==> src/rtl/adc_spi_sequencer.sv <==
// adc_spi_sequencer
// On each accepted sample trigger, converts every enabled channel of an 8:1 SPI ADC
// in one continuous burst of N+1 16-bit frames. Each result is streamed as an
// Avalon-ST word carrying its channel index, SOP/EOP markers and error flags.
// SCLK is generated internally from clk and idles high.

module adc_spi_sequencer #(
    parameter int NUM_CHANNELS = 4,
    parameter int DATA_WIDTH   = 12,
    parameter int CLK_DIV      = 2,
    parameter int CH_W         = 3
) (
    input  logic                    clk,
    input  logic                    reset,
    input  logic                    sample,
    input  logic [NUM_CHANNELS-1:0] chan_mask,
    output logic                    sclk,
    output logic                    cs_n,
    output logic                    mosi,
    input  logic                    miso,
    output logic [DATA_WIDTH-1:0]   ast_source_data,
    output logic [CH_W-1:0]         ast_source_channel,
    output logic                    ast_source_valid,
    output logic                    ast_source_startofpacket,
    output logic                    ast_source_endofpacket,
    output logic [1:0]              ast_source_error,
    output logic                    busy
);

    localparam int              CNT_W    = (CLK_DIV > 1) ? $clog2(CLK_DIV) : 1;
    localparam logic [CNT_W-1:0] CNT_LAST = CNT_W'(CLK_DIV - 1);

    typedef enum logic [1:0] {IDLE, SETUP, SHIFT, HOLD} state_t;

    state_t                  r_state;
    state_t                  w_nextState;
    logic [CNT_W-1:0]        r_cnt;
    logic                    r_sclk;
    logic                    r_csN;
    logic                    r_mosi;
    logic                    r_busy;
    logic [3:0]              r_bit;
    logic [3:0]              r_frame;
    logic [3:0]              r_numCh;
    logic [NUM_CHANNELS-1:0] r_remaining;
    logic [CH_W-1:0]         r_firstAddr;
    logic [CH_W-1:0]         r_curAddr;
    logic [CH_W-1:0]         r_prevAddr;
    logic [15:0]             r_shift;
    logic                    r_pend;
    logic                    r_ovrFlag;
    logic                    r_ovrBurst;
    logic [DATA_WIDTH-1:0]   r_data;
    logic [CH_W-1:0]         r_chan;
    logic                    r_valid;
    logic                    r_sop;
    logic                    r_eop;
    logic [1:0]              r_err;

    logic                    w_accept;
    logic                    w_fall;
    logic                    w_rise;
    logic                    w_release;
    logic                    w_cntDone;
    logic                    w_newFrame;
    logic [3:0]              w_nextBit;
    logic [CH_W-1:0]         w_remLowest;
    logic [CH_W-1:0]         w_nextAddr;
    logic [NUM_CHANNELS-1:0] w_nextRemaining;
    logic                    w_mosiNext;
    logic [15:0]             w_lead;

    function automatic logic [CH_W-1:0] lowestSet(input logic [NUM_CHANNELS-1:0] m);
        lowestSet = '0;
        for (int i = NUM_CHANNELS - 1; i >= 0; i--) begin
            if (m[i]) lowestSet = CH_W'(i);
        end
    endfunction

    function automatic logic [3:0] popCount(input logic [NUM_CHANNELS-1:0] m);
        popCount = 4'd0;
        for (int i = 0; i < NUM_CHANNELS; i++) begin
            popCount = popCount + 4'(m[i]);
        end
    endfunction

    assign w_cntDone       = (r_cnt == CNT_LAST);
    assign w_newFrame      = w_fall && ((r_state == SETUP) || (r_bit == 4'd15));
    assign w_nextBit       = r_bit + 4'd1;
    assign w_remLowest     = lowestSet(r_remaining);
    assign w_nextAddr      = (r_remaining != '0) ? w_remLowest : r_firstAddr;
    assign w_nextRemaining = r_remaining & ~(NUM_CHANNELS'(1) << w_remLowest);
    assign w_mosiNext      = (w_nextBit == 4'd2) ? r_curAddr[2] :
                             (w_nextBit == 4'd3) ? r_curAddr[1] :
                             (w_nextBit == 4'd4) ? r_curAddr[0] : 1'b0;
    assign w_lead          = r_shift >> DATA_WIDTH;

    // State register; reset aborts any burst in progress.
    always_ff @(posedge clk or posedge reset) begin
        if (reset) r_state <= IDLE;
        else       r_state <= w_nextState;
    end

    // Next-state logic and the SCLK edge / trigger / release strobes for the datapath.
    always_comb begin
        w_nextState = r_state;
        w_accept    = 1'b0;
        w_fall      = 1'b0;
        w_rise      = 1'b0;
        w_release   = 1'b0;
        case (r_state)
            IDLE: begin
                if (sample && (chan_mask != '0)) begin
                    w_accept    = 1'b1;
                    w_nextState = SETUP;
                end
            end
            SETUP: begin
                if (w_cntDone) begin
                    w_fall      = 1'b1;
                    w_nextState = SHIFT;
                end
            end
            SHIFT: begin
                if (w_cntDone) begin
                    if (!r_sclk) begin
                        w_rise = 1'b1;
                        if ((r_bit == 4'd15) && (r_frame == r_numCh)) w_nextState = HOLD;
                    end else begin
                        w_fall = 1'b1;
                    end
                end
            end
            HOLD: begin
                if (w_cntDone) begin
                    w_release   = 1'b1;
                    w_nextState = IDLE;
                end
            end
            default: w_nextState = IDLE;
        endcase
    end

    // Half-period counter, restarted on every SCLK edge and state change.
    always_ff @(posedge clk or posedge reset) begin
        if (reset)                                      r_cnt <= '0;
        else if (w_accept || w_fall || w_rise || w_release) r_cnt <= '0;
        else if (r_state != IDLE)                       r_cnt <= r_cnt + 1'b1;
    end

    // SPI side: chip select, SCLK, MOSI address bits and the per-frame channel walk.
    always_ff @(posedge clk or posedge reset) begin
        if (reset) begin
            r_sclk      <= 1'b1;
            r_csN       <= 1'b1;
            r_mosi      <= 1'b0;
            r_busy      <= 1'b0;
            r_bit       <= 4'd0;
            r_frame     <= 4'd0;
            r_numCh     <= 4'd0;
            r_remaining <= '0;
            r_firstAddr <= '0;
            r_curAddr   <= '0;
            r_prevAddr  <= '0;
        end else begin
            if (w_accept) begin
                r_csN       <= 1'b0;
                r_busy      <= 1'b1;
                r_numCh     <= popCount(chan_mask);
                r_remaining <= chan_mask;
                r_firstAddr <= lowestSet(chan_mask);
                r_bit       <= 4'd0;
                r_frame     <= 4'd0;
            end
            if (w_fall) begin
                r_sclk <= 1'b0;
                if (w_newFrame) begin
                    r_bit       <= 4'd0;
                    r_mosi      <= 1'b0;
                    r_prevAddr  <= r_curAddr;
                    r_curAddr   <= w_nextAddr;
                    r_remaining <= w_nextRemaining;
                    if (r_state == SHIFT) r_frame <= r_frame + 4'd1;
                end else begin
                    r_bit  <= w_nextBit;
                    r_mosi <= w_mosiNext;
                end
            end
            if (w_rise) r_sclk <= 1'b1;
            if (w_release) begin
                r_csN  <= 1'b1;
                r_busy <= 1'b0;
            end
        end
    end

    // MISO shift register; flags a completed word at the end of every frame after the first.
    always_ff @(posedge clk or posedge reset) begin
        if (reset) begin
            r_shift <= 16'd0;
            r_pend  <= 1'b0;
        end else begin
            r_pend <= w_rise && (r_bit == 4'd15) && (r_frame != 4'd0);
            if (w_rise) r_shift <= {r_shift[14:0], miso};
        end
    end

    // Overrun: a trigger while busy is remembered and handed to the next burst's first word.
    always_ff @(posedge clk or posedge reset) begin
        if (reset) begin
            r_ovrFlag  <= 1'b0;
            r_ovrBurst <= 1'b0;
        end else if (w_accept) begin
            r_ovrBurst <= r_ovrFlag;
            r_ovrFlag  <= 1'b0;
        end else if (sample && r_busy) begin
            r_ovrFlag <= 1'b1;
        end
    end

    // Avalon-ST source: one-clock valid, payload held until the next word.
    always_ff @(posedge clk or posedge reset) begin
        if (reset) begin
            r_valid <= 1'b0;
            r_data  <= '0;
            r_chan  <= '0;
            r_sop   <= 1'b0;
            r_eop   <= 1'b0;
            r_err   <= 2'b00;
        end else begin
            r_valid <= r_pend;
            if (r_pend) begin
                r_data <= r_shift[DATA_WIDTH-1:0];
                r_chan <= r_prevAddr;
                r_sop  <= (r_frame == 4'd1);
                r_eop  <= (r_frame == r_numCh);
                r_err  <= {(w_lead != 16'd0), r_ovrBurst && (r_frame == 4'd1)};
            end
        end
    end

    assign sclk                     = r_sclk;
    assign cs_n                     = r_csN;
    assign mosi                     = r_mosi;
    assign busy                     = r_busy;
    assign ast_source_data          = r_data;
    assign ast_source_channel       = r_chan;
    assign ast_source_valid         = r_valid;
    assign ast_source_startofpacket = r_sop;
    assign ast_source_endofpacket   = r_eop;
    assign ast_source_error         = r_err;

endmodule

==> config.mk <==
export PLATFORM = sky130hd
export DESIGN_NAME = adc_spi_sequencer
export DESIGN_NICKNAME = d
export VERILOG_FILES = /design/src/rtl/adc_spi_sequencer.sv
export SDC_FILE = /design/constraint.sdc
export NUM_CORES = 1
export LEC_CHECK = 0
export CAP_MARGIN = 20
export CELL_PAD_IN_SITES_DETAIL_PLACEMENT = 1
export CELL_PAD_IN_SITES_GLOBAL_PLACEMENT = 1
export CORE_MARGIN = 2
export CORE_UTILIZATION = 48
export DETAILED_ROUTE_END_ITERATION = 10
export MAX_ROUTING_LAYER = met4
export PLACE_DENSITY = 0.85
export SYNTH_ARGS = -nofsm -noshare
export SYNTH_HDL_FRONTEND = slang
export SYNTH_SLANG_ARGS = --single-unit
==> constraint.sdc <==
create_clock -name clk -period 4.5 [get_ports clk]
set_input_delay 0.9 -clock clk [delete_from_list [all_inputs] [get_ports clk]]
set_output_delay 0.9 -clock clk [all_outputs]
set_load 0.01 [all_outputs]
After elaboration in Yosys (flattened, before gate mapping)
Index checks and enable logic that the tools add are counted.

Bits in registers: 71. Output and inout port bits: 24.

Add/sub/neg operators: 6. Equality and inequality tests: 15. Shift-type cells: 1. Mux-type cells: 50. Bitwise operators: 2. Reduce and logical (&&, ||, !) cells: 24.

Operators with widths (number): 2-to-1 mux 4 bit (10); 2-to-1 mux 1 bit (23); 2-to-1 mux 2 bit (10); nonzero test 16 bit (1); 2-to-1 mux 3 bit (5); inequality test 2 bit (second input constant) (6); nonzero test 2 bit (6); nonzero test 4 bit (3); adder 4 x 1 -> 4 bit (second input constant) (2); equality test 4 x 2 -> 1 bit (second input constant) (2); one-hot mux 2 bit (4 select lines) (1); logical AND 1 bit (7); AND reduction 6 bit (1); adder 3 x 1 -> 4 bit (1); bitwise AND 4 bit (1); equality test 2 bit (second input constant) (2); equality test 4 x 1 -> 1 bit (second input constant) (1); equality test 4 x 3 -> 1 bit (second input constant) (1); equality test 4 bit (1); equality test 4 bit (second input constant) (1); logical OR 1 bit (4); inverter 4 bit (1); << shifter 1 x 3 -> 4 bit (first input constant) (1); adder 2 x 1 -> 3 bit (1); other kinds (6) (6).

Longest topological paths before layout
Depth after elaboration: 9. Gate-level depth with buffers: 9.

Worst setup path after synthesis
OpenSTA, ideal clock, no wires.

Kind: input port to flip-flop. Start: input chan_mask[0]. End: register r_numCh[1]. Arrival time: 2.031 ns. Data required time: 4.383 ns. Slack: 2.352 ns. Cell stages on the path: 7. Path buffers: 0. Path through: inv_1 > fa_1 > inv_1 > ha_1 > ha_1 > nand2_1 > nand2_1.

Word-level cells in the longest chain between the ends: 4.

RTL lines: start: declaration (RTL line 16) `input logic [NUM_CHANNELS-1:0] chan_mask,`; parallel branches: the longest is 4 deep, another holds adder 3 x 1 -> 4 bit; end signal: assignment (RTL line 169) `r_numCh <= popCount(chan_mask);`; end: declaration (RTL line 44) `logic [3:0] r_numCh;`.

Parallel ways; which one is timed is not known. A chain may end at the register's enable or synchronous reset.

Worst setup path in the final report
Start: input chan_mask[0]. End: register r_bit[2].

Word-level cells in the longest chain between the ends: 5.

RTL lines: nonzero test 4 bit (RTL line 113) `if (sample && (chan_mask != '0)) begin`; logical AND 1 bit (RTL line 113); 2-to-1 mux 1 bit (RTL line 113); 2-to-1 mux 1 bit (RTL line 111) `case (r_state)`; nonzero test 2 bit (no line); end signal: assignment (RTL line 185) `r_bit <= w_nextBit;`; end: declaration (RTL line 42) `logic [3:0] r_bit;`.

No other way between the ends.

==> results.md <==
* Run status: finished clean
* Total of flip-flops plus latches after synthesis at 66
* Crit path time final at 2.72 ns
* Most area-consuming cells after synthesis: dfrtp_1 (53%), mux2_2 (11%), ha_1 (6.2%)
* Hold Fails Final Rpt at 0
* Drt total wl at 6790 um
* Worst Hold Path Cells at 1
* Number of top-level pins at 32
* Tightest Hold Check Type: reg2reg
* Startpoint type of the worst setup path: primary input
* Avg Cell Area, Syn at 11.7 um2
* Pint at 1.39 mW
* Net count of the finished layout at 316
* # placed instances at 355
* FILL cells at 614
* Gate power share at 25.7%
* Overall Power at 2.06 mW
* Count of port buffers added during placement at 30
* Share of layout cells above drive strength 1 at 18.5%
* Post-route antenna net violation count at 0
* Via density at 5.59
* Most used standard cell by instance count after synthesis: dfrtp_1
* Portion of the clock cycle consumed by the worst path in the final layout at 60.4%
* Die area at 6920 um2
* Height of the die at 83.2 um
* Worst r2r path cells at 7
* Clock Pin Slew Worst Setup and Hold Paths at 0.07 ns
* Gr usage total at 22.3%
* Number of enable flip-flop cells after synthesis at 0
* Syn Nets at 282
* Final clock skew at 0.0106 ns
* # Max-Cap Violations at 0
* Post-synthesis cell count at 258
* Actual transition at the worst max-transition pin at 0.882 ns
* Clk_lat worst skew at 0.34 ns
* Critical Path Sink Type: flip-flop
* Width of the die at 83.2 um
* First-pass GRT wire length at 11800 um
* Starting Density at 50.2%
* Largest buffer count on any clock path at 2
* CTS tree: done
* Post-synth top area cell: dfrtp_1
* Relative area change from synthesis to final layout at 21.2%
* CTS buffer count at 9
* Share of async-settable or async-resettable flops after synthesis at 100%
* Setup-failing EPs final at 0
* Power density over cell area at 565 nW/um2
* Detailed router's first-iteration violation count at 50
* Worst endpoint data arrival time at 2.94 ns
* RSZ-0062 raised after global routing: no
* HPWL reported at the end of detailed placement at 4460 um
* Buffer count from post-CTS setup fixing at 0
* Resized cells post-CTS at 0
* Critical path fanouts, max at 12
* Cell row count at 28
* Number of warnings printed during yosys synthesis at 0
* Worst relative slew slack at 41.2%
* Commonest cells in the netlist: dfrtp_1 (64), nand2_1 (32), mux2_2 (29)
* Switching pwr at 0.668 mW
* Via count at 2081
* DRC Markers at 0
* Library cell used as clock root buffer: clkbuf_8
* CTS H-tree lvls at 3
* Number of max-slew violations in the final report at 0
* Count of distinct cell types in the synthesized netlist at 39
* Core Box Area at 5990 um2
* Sequential cell area fraction in the yosys report at 55.0%
* Mean routed wirelength per cell at 18.3 um
* VDD IR-drop max at 364 uV
* Sequential share of power at 42.1%
* Final cell count without fillers at 372
* Sw Share at 32.4%
* Number of iterations in the first detailed-routing pass at 4
* Number of antenna violations at the first check in global routing at 0
* Clock group share of total power at 32.2%
* Routability Congestion at 0.775
* Largest net degree at the start of global routing at 50
* Post-CTS Hold Buffers at 0
* Leftover overflow at the end of global routing at 0
* Clock net sink count at 66
* Leakage power summed over all cells at 1.75 nW
* Start-to-end type of the worst setup path: in2reg
* Inserted Diodes at 0
* Data required time at the worst endpoint at 4.72 ns
* Area share of the leading cell type in the synthesized netlist at 53.2%
* Synthesized cell area at 3010 um2
* Setup_tns at 0 ns
* Most used DFF post-synth: dfrtp_1
* Number of global-route vias before repair at 2385
* Maximum clock frequency at 368 MHz
## final cells by class
| class | count | area [um2] | share of cell area, % |
|---|---|---|---|
| Clock buffer | 10 | 128 | 3.50 |
| Sequential cell | 66 | 1650 | 45.4 |
| Tap cell | 75 | 93.8 | 2.57 |
| Multi-Input combinational cell | 168 | 1250 | 34.2 |
| Timing Repair Buffer | 32 | 328 | 8.99 |
| Clock inverter | 6 | 138 | 3.77 |
| Inverter | 15 | 56.3 | 1.54 |
## stage by stage
stage                     utilization, %  worst slack, ns  cell area, um2  hold WS (ns)
after floorplan                        -             1.95            3010         0.398
final                               60.9             1.78            3650         0.498
after global routing                60.9             1.55            3650         0.526
after CTS                           60.5             1.80            3630         0.500
after detailed placement            56.1             1.46            3360         0.484
after global placement              56.1             1.57            3360         0.464
## critical path, stage by stage
cell             delay, ns
clkdlybuf4s50_1       0.50
inv_1                 0.10
ha_1                  0.23
a21oi_1               0.67
nor2_1                0.25
o21ai_1               0.21
o21ai_1               0.08
## path summary, 6_finish.rpt
check                                    from             to  slack (ns)
max in group asynchronous               reset           cs_n        2.82
worst min-delay path            r_prevAddr[0]  r_prevAddr[0]        0.50
worst max register to register     r_state[0]     r_frame[0]        2.14
worst min register to register  r_prevAddr[0]  r_prevAddr[0]        0.50
worst max-delay path             chan_mask[0]       r_bit[2]        1.78
min in group asynchronous               reset    r_shift[11]        0.83
## flip-flops by register name, indices dropped and copies added, names as in the netlist, 2 cells and up
name	flops
ast_source_channel	2
ast_source_data	12
ast_source_error	2
r_bit	4
r_curAddr	2
r_firstAddr	2
r_frame	4
r_numCh	3
r_prevAddr	2
r_remaining	4
r_shift	16
r_state	2
## kinds of logic (layout without fill, tap and decap cells)
family | after synthesis | in the layout | synth area share, %
XOR/XNOR | 7 | 7 | 2.04
AO/OA/AOI/OAI | 36 | 36 | 7.70
buffers and inverters | 24 | 63 | 3.49
adder cells (fa/ha/maj) | 16 | 16 | 6.91
AND/OR/NAND/NOR | 72 | 72 | 11.3
other | 1 | 1 | 0.125
flip-flops | 66 | 66 | 55.0
multiplexers | 36 | 36 | 13.5
## cell usage in the layout (no fill, tap or decap), types with 2 or more instances in the layout
cell / instances
inv_1: 14
ha_1: 15
nor2_1: 13
mux2_2: 29
and3_1: 2
o21ai_1: 9
bufinv_16: 4
a22o_1: 4
nand2b_1: 2
xor2_1: 6
mux2_1: 7
nor3_1: 4
a21oi_2: 2
a21oi_1: 5
dfstp_2: 2
nand3_1: 12
clkdlybuf4s50_1: 30
o21ai_0: 8
clkbuf_8: 9
dfrtp_1: 64
nand2_1: 32
## metal layers
layer / global-route usage, % / up-vias / share of wire, %
met3: 3.98 / 18 / 2.5
met1: 25.6 / 1067 / 42
li1: - / 950 / -
met5: - / - / 0
met2: 37.9 / 46 / 52
met4: 10.6 / 0 / 3.6
## power groups by stage
stage | Clock (mW) | Combinational, mW | Sequential, mW
after CTS | 0.673 | 0.534 | 0.868
final | 0.663 | 0.529 | 0.868
after global routing | 0.698 | 0.597 | 0.891
after global placement | 0 | 0.490 | 0.865
after floorplan | 0 | 0.398 | 0.827
after detailed placement | 0 | 0.523 | 0.874
No activity file was read; power rests on OpenSTA's default activity.
